===== config.mk =====
export PLATFORM = sky130hd
export DESIGN_NAME = key_event_decoder
export DESIGN_NICKNAME = d
export VERILOG_FILES = /design/src/rtl/key_event_decoder.sv
export SDC_FILE = /design/constraint.sdc
export NUM_CORES = 1
export LEC_CHECK = 0
export BUFFER_PORTS_ARGS = -buffer_cell sky130_fd_sc_hd__buf_2
export CAP_MARGIN = 20
export CORE_MARGIN = 5
export CORE_UTILIZATION = 50
export CTS_BUF_LIST = sky130_fd_sc_hd__clkbuf_4
export CTS_CLUSTER_DIAMETER = 100
export CTS_CLUSTER_SIZE = 12
export DETAILED_ROUTE_END_ITERATION = 10
export PLACE_DENSITY = 0.62
export RECOVER_POWER = 25
export SYNTH_ARGS = -nofsm -noshare
export SYNTH_HDL_FRONTEND = slang
export SYNTH_SLANG_ARGS = --single-unit

===== constraint.sdc =====
create_clock -name clk -period 4.1 [get_ports clk]
set_input_delay 1.23 -clock clk [delete_from_list [all_inputs] [get_ports clk]]
set_output_delay 1.23 -clock clk [all_outputs]
set_load 0.01 [all_outputs]

===== src/rtl/key_event_decoder.sv =====
// Classifies debounced active-low key gestures into single-cycle events:
// short press, long press, hold-repeat and double click.
module key_event_decoder #(
  parameter int unsigned CNT_W       = 27,
  parameter int unsigned LONG_CNT    = 100_000_000,
  parameter int unsigned DBL_GAP_CNT = 25_000_000,
  parameter int unsigned REPEAT_CNT  = 20_000_000,
  parameter bit          REPEAT_EN   = 1'b1
) (
  input  logic       clk,
  input  logic       rst_n,
  input  logic       key_in,
  output logic       evt_valid,
  output logic [1:0] evt_code,
  output logic       key_held
);

  typedef enum logic [2:0] {
    ST_IDLE   = 3'd0,
    ST_PRESS1 = 3'd1,
    ST_LONG   = 3'd2,
    ST_WAIT2  = 3'd3,
    ST_PRESS2 = 3'd4
  } state_e;

  localparam logic [1:0] EVT_SHORT  = 2'd0;
  localparam logic [1:0] EVT_LONG   = 2'd1;
  localparam logic [1:0] EVT_DOUBLE = 2'd2;
  localparam logic [1:0] EVT_REPEAT = 2'd3;

  localparam logic [CNT_W-1:0] CNT_ZERO  = {CNT_W{1'b0}};
  localparam logic [CNT_W-1:0] CNT_ONE   = CNT_W'(1);
  localparam logic [CNT_W-1:0] CNT_MAX   = {CNT_W{1'b1}};
  localparam logic [CNT_W-1:0] LONG_LAST = CNT_W'(LONG_CNT - 32'd1);
  localparam logic [CNT_W-1:0] GAP_LAST  = CNT_W'(DBL_GAP_CNT - 32'd1);
  localparam logic [CNT_W-1:0] REP_LAST  = CNT_W'(REPEAT_CNT - 32'd1);

  state_e           state_q, state_d;
  logic [CNT_W-1:0] cnt_q, cnt_d;
  logic             key_q;
  logic             evt_valid_q, evt_valid_d;
  logic [1:0]       evt_code_q, evt_code_d;
  logic             key_held_q, key_held_d;

  logic             fall_s, rise_s;
  logic [CNT_W-1:0] cnt_inc_s;

  assign fall_s    = key_q & ~key_in;
  assign rise_s    = ~key_q & key_in;
  // Saturating increment so the counter can never wrap back to zero.
  assign cnt_inc_s = (cnt_q == CNT_MAX) ? cnt_q : (cnt_q + CNT_ONE);

  // Next-state, counter and event decode.
  always_comb begin
    state_d     = state_q;
    cnt_d       = cnt_q;
    evt_valid_d = 1'b0;
    evt_code_d  = EVT_SHORT;
    case (state_q)
      ST_IDLE: begin
        if (fall_s) begin
          state_d = ST_PRESS1;
          cnt_d   = CNT_ZERO;
        end else begin
          cnt_d = cnt_q;
        end
      end
      ST_PRESS1: begin
        if (rise_s) begin
          state_d = ST_WAIT2;
          cnt_d   = CNT_ZERO;
        end else if (cnt_q == LONG_LAST) begin
          state_d     = ST_LONG;
          cnt_d       = CNT_ZERO;
          evt_valid_d = 1'b1;
          evt_code_d  = EVT_LONG;
        end else begin
          cnt_d = cnt_inc_s;
        end
      end
      ST_LONG: begin
        if (rise_s) begin
          state_d = ST_IDLE;
          cnt_d   = CNT_ZERO;
        end else if (cnt_q == REP_LAST) begin
          cnt_d = CNT_ZERO;
          if (REPEAT_EN) begin
            evt_valid_d = 1'b1;
            evt_code_d  = EVT_REPEAT;
          end else begin
            evt_valid_d = 1'b0;
          end
        end else begin
          cnt_d = cnt_inc_s;
        end
      end
      ST_WAIT2: begin
        // A second press on the timeout cycle still counts as a double click.
        if (fall_s) begin
          state_d     = ST_PRESS2;
          cnt_d       = CNT_ZERO;
          evt_valid_d = 1'b1;
          evt_code_d  = EVT_DOUBLE;
        end else if (cnt_q == GAP_LAST) begin
          state_d     = ST_IDLE;
          cnt_d       = CNT_ZERO;
          evt_valid_d = 1'b1;
          evt_code_d  = EVT_SHORT;
        end else begin
          cnt_d = cnt_inc_s;
        end
      end
      ST_PRESS2: begin
        if (rise_s) begin
          state_d = ST_IDLE;
          cnt_d   = CNT_ZERO;
        end else begin
          cnt_d = cnt_q;
        end
      end
      default: begin
        state_d = ST_IDLE;
        cnt_d   = CNT_ZERO;
      end
    endcase
    key_held_d = (state_d == ST_PRESS1) || (state_d == ST_LONG) || (state_d == ST_PRESS2);
  end

  // State, counter, key sample and registered outputs.
  always_ff @(posedge clk or negedge rst_n) begin
    if (!rst_n) begin
      key_q       <= 1'b1;
      state_q     <= ST_IDLE;
      cnt_q       <= CNT_ZERO;
      evt_valid_q <= 1'b0;
      evt_code_q  <= EVT_SHORT;
      key_held_q  <= 1'b0;
    end else begin
      key_q       <= key_in;
      state_q     <= state_d;
      cnt_q       <= cnt_d;
      evt_valid_q <= evt_valid_d;
      evt_code_q  <= evt_code_d;
      key_held_q  <= key_held_d;
    end
  end

  assign evt_valid = evt_valid_q;
  assign evt_code  = evt_code_q;
  assign key_held  = key_held_q;

endmodule


==> metrics.md <==
| Metric | Value |
|---|---|
| Reg2Reg Setup Slack | 1.33 ns |
| CTS tree | done |
| Fillcell total | 416 |
| Vias in the first global route | 1,767 |
| Met3 routed WL | 291 µm |
| Setup bufs post-CTS | 0 |
| Post-CTS resize count | 0 |
| Final cycle utilization of the critical path | 67.56% |
| Ys async rst share | 100.0% |
| DR WL/cell | 16.72 µm |
| Final hold viol count | 0 |
| CP bufs+invs | 0 |
| FP Rows | 24 |
| Critical Path Max Stage Delay | 0.61 ns |
| ANT nets after route | 0 |
| Post-layout min period | 2.770 ns |
| Switching share of power | 41.81% |
| WL final | 5134 µm |
| Drt initial violations | 166 |
| GR Overflow Total | 0 |
| Global-route wire length before repair | 9018 µm |
| Post-synth EDFFs | 0 |
| Cell Chain, Critical Path | nor4b_1, nand2_1, o41ai_4, o211ai_2, a41oi_1, a31oi_1 |
| Syn Nets | 259 |
| Diodes inserted | 0 |
| DR top layer | met4 |
| Via density | 6.195 |
| Die height | 76.84 µm |
| Die W | 76.84 µm |
| Worst EP required | 4.29 ns |
| Htree depth | 2 |
| Internal power | 0.5629 mW |
| Setup violations, final | 0 |
| First-pass DRT Iterations | 4 |
| Synthesized instance count | 255 |
| CTS Buf Count | 5 |
| Worst slew margin | -21.25% |
| Violations in the final reports | max-capacitance violations, max-slew violations |
| Crit-path max FO | 21 |
| Detailed Place HPWL | 3592 µm |
| Largest net degree at the start of global routing | 36 |
| Nets | 258 |
| Total track usage | 18.63% |
| Clock power share | 18.8% |
| # Max-Cap Violations | 1 |
| Syn_area_per_cell | 8.758 µm² |
| Vias | 1,902 |
| Initial antenna violation count | 0 |
| Sequential area share after synthesis | 39.27% |
| Die Area | 5904 µm² |
| Routed wl met2 | 2201 µm |
| Port Buffers | 6 |
| Count of unique library cells instantiated by Yosys | 60 |
| RSZ-0062 raised after global routing | no |
| Layout overhead on the synthesized area | 2.745% |
| Clk_lat worst skew | 0.34 ns |
| Starting Density | 51.29% |
| Worst vdd ir | 0.0002072 V |
| Yosys warns | 0 |
| P_leak | 0.8751 nW |
| Worst path slowest cell | nor4b_1 |
| Worst path top cell family by delay | compound AO/OA/AOI/OAI gates |
| Core area | 4354 µm² |
| TNS Setup | 0 ns |
| Io pins | 7 |
| Inst Count DP | 299 |
| Status | finished with violations |
| Critical Path AT | 2.96 ns |
| DRC | 0 |
| Switching power | 0.4045 mW |
| Wl on met1 | 2562 µm |
| Synth Flop Type | dfrtp_1 |
| GPL Wtd Cong | 0.8291 |
| Layout Skew | 0.006729 ns |
| Clk root buf | clkbuf_4 |
| Multi-input logic area | 1261 µm² |
| Power Density | 421.6 nW/µm² |
| #FFs+latches synth | 35 |
| Setup crit start kind | register |
| Synthesized cell area | 2233 µm² |
| Fmax | 0.3610 GHz |
| Total area of sequential cells | 877.1 µm² |
| HP Class | reg -> reg |
| Tightest Pin Transition | 1.819 ns |
| Max-slew violation count | 36 |
| Combinational power share | 37.6% |
| Sink Count | 35 |
| Bufs on Longest Clock Path | 2 |
| Hold buffer count at CTS | 0 |
| Crit. End Element | register |
| Sequential Power Share | 43.6% |
| Share of cells above drive strength 1 | 9.412% |
| Post-Layout Cell Count | 307 |
| Crit Path Category | reg -> reg |
| Clock transition at the registers of the reported paths | 0.10 ns |
final cells by class:
type | instances | share of cell area (%)
well taps | 52 | 2.835
multi-input cells | 204 | 54.96
repair buffers | 7 | 1.527
inverters | 1 | 0.1636
clock buffers | 6 | 1.963
flip-flops and latches | 35 | 38.22
clock inverters | 2 | 0.3272
cell families after synthesis:
logic type,Yosys count,share of synthesized area [%]
simple gates,134,33.05
mux,2,0.8964
buf+inv,16,4.257
xor+xnor,10,3.921
flops,35,39.27
compound gates,57,18.04
fa+ha+maj,1,0.5601
metrics by stage:
step / util, % / setup slack [ns] / area [µm²] / total power [mW] / hold slack [ns]
finish: 52.70 / 1.330 / 2295 / 0.9675 / 0.5287
global route: 52.70 / 1.154 / 2295 / 1.049 / 0.5545
CTS: 52.76 / 1.376 / 2297 / 0.9749 / 0.5286
detailed placement: 51.55 / 1.052 / 2245 / 0.7908 / 0.5144
global placement: 51.55 / 1.121 / 2245 / 0.7910 / 0.5023
floorplan: - / 1.578 / 2233 / 0.7318 / 0.4705
final timing paths:
| path | startpoint | to | cells after the start |
|---|---|---|---|
| worst max-delay path | cnt_q[15] | cnt_q[7] | 6 |
| worst min-delay path | cnt_q[0] | cnt_q[0] | 1 |
| worst max register to register | cnt_q[15] | cnt_q[7] | 6 |
| worst min register to register | cnt_q[0] | cnt_q[0] | 1 |
| max in group asynchronous | rst_n | cnt_q[25] | 1 |
| min in group asynchronous | rst_n | cnt_q[16] | 1 |
power by group through the flow:
| stage | Sequential [mW] | Combinational (mW) | Clock (mW) |
|---|---|---|---|
| after floorplan | 0.405 | 0.327 | 0 |
| after global placement | 0.427 | 0.364 | 0 |
| after detailed placement | 0.427 | 0.363 | 0 |
| after CTS | 0.420 | 0.365 | 0.190 |
| after global routing | 0.429 | 0.409 | 0.212 |
| final | 0.422 | 0.364 | 0.182 |
metal layers:
metal	vias to the layer above	track usage [%]
li1	945	-
met1	909	27.75
met2	40	26.74
met3	8	3.864
met4	0	5.944
met5	-	0
flip-flops by register name, summed over array words and instances (netlist names):
| name | flops |
|---|---|
| cnt_q | 27 |
| evt_code | 2 |
| evt_valid | 1 |
| key_held | 1 |
| key_q | 1 |
| state_q | 3 |
synth_stat cells, drive strengths merged, types with 2 or more instances:
master  number  share of area (%)
nand3b       2               0.67
nand2b       5                1.4
or4          4                1.7
dfrtp       34                 38
nand2       37                6.2
o21ai       16                3.6
buf          9                3.1
a31oi        8                2.2
o211ai       2               0.90
o211a        2               0.90
a22o         2               0.78
o31ai        2               0.67
mux2i        2               0.90
nor2b        4                1.1
a21o         2               0.67
o41ai        4                2.4
nor4b        2                1.1
or2          3               0.84
xnor2        6                2.4
and2         4                1.1
clkbuf       6                1.0
nor3         9                2.0
a21oi        9                2.0
or3          3               0.84
xor2         4                1.6
nor2        18                3.5
nand4       11                3.4
nor4         6                2.0
nand3       15                3.6
and3         6                1.7
and4         2               0.78
worst register-to-register path: cells and delay by family (launching register included):
| kind | cells | cell delay, ns |
|---|---|---|
| flip-flops | 1 | 0.47 |
| AO/OA/AOI/OAI | 4 | 1.31 |
| AND/OR/NAND/NOR | 2 | 0.84 |
cell usage in the layout, fill, tap and decap left out, types with 5 or more instances in the layout:
cell      instances
a21oi_1           9
and3_1            6
nor2_1           16
xnor2_1           6
dfrtp_1          34
clkbuf_4          6
nand4_1          10
nand2_1          37
nand3_1          14
nand2b_1          5
nor3_1            9
nor4_1            5
o21ai_0          13
a31oi_1           8
No activity file was read; power rests on OpenSTA's default activity.
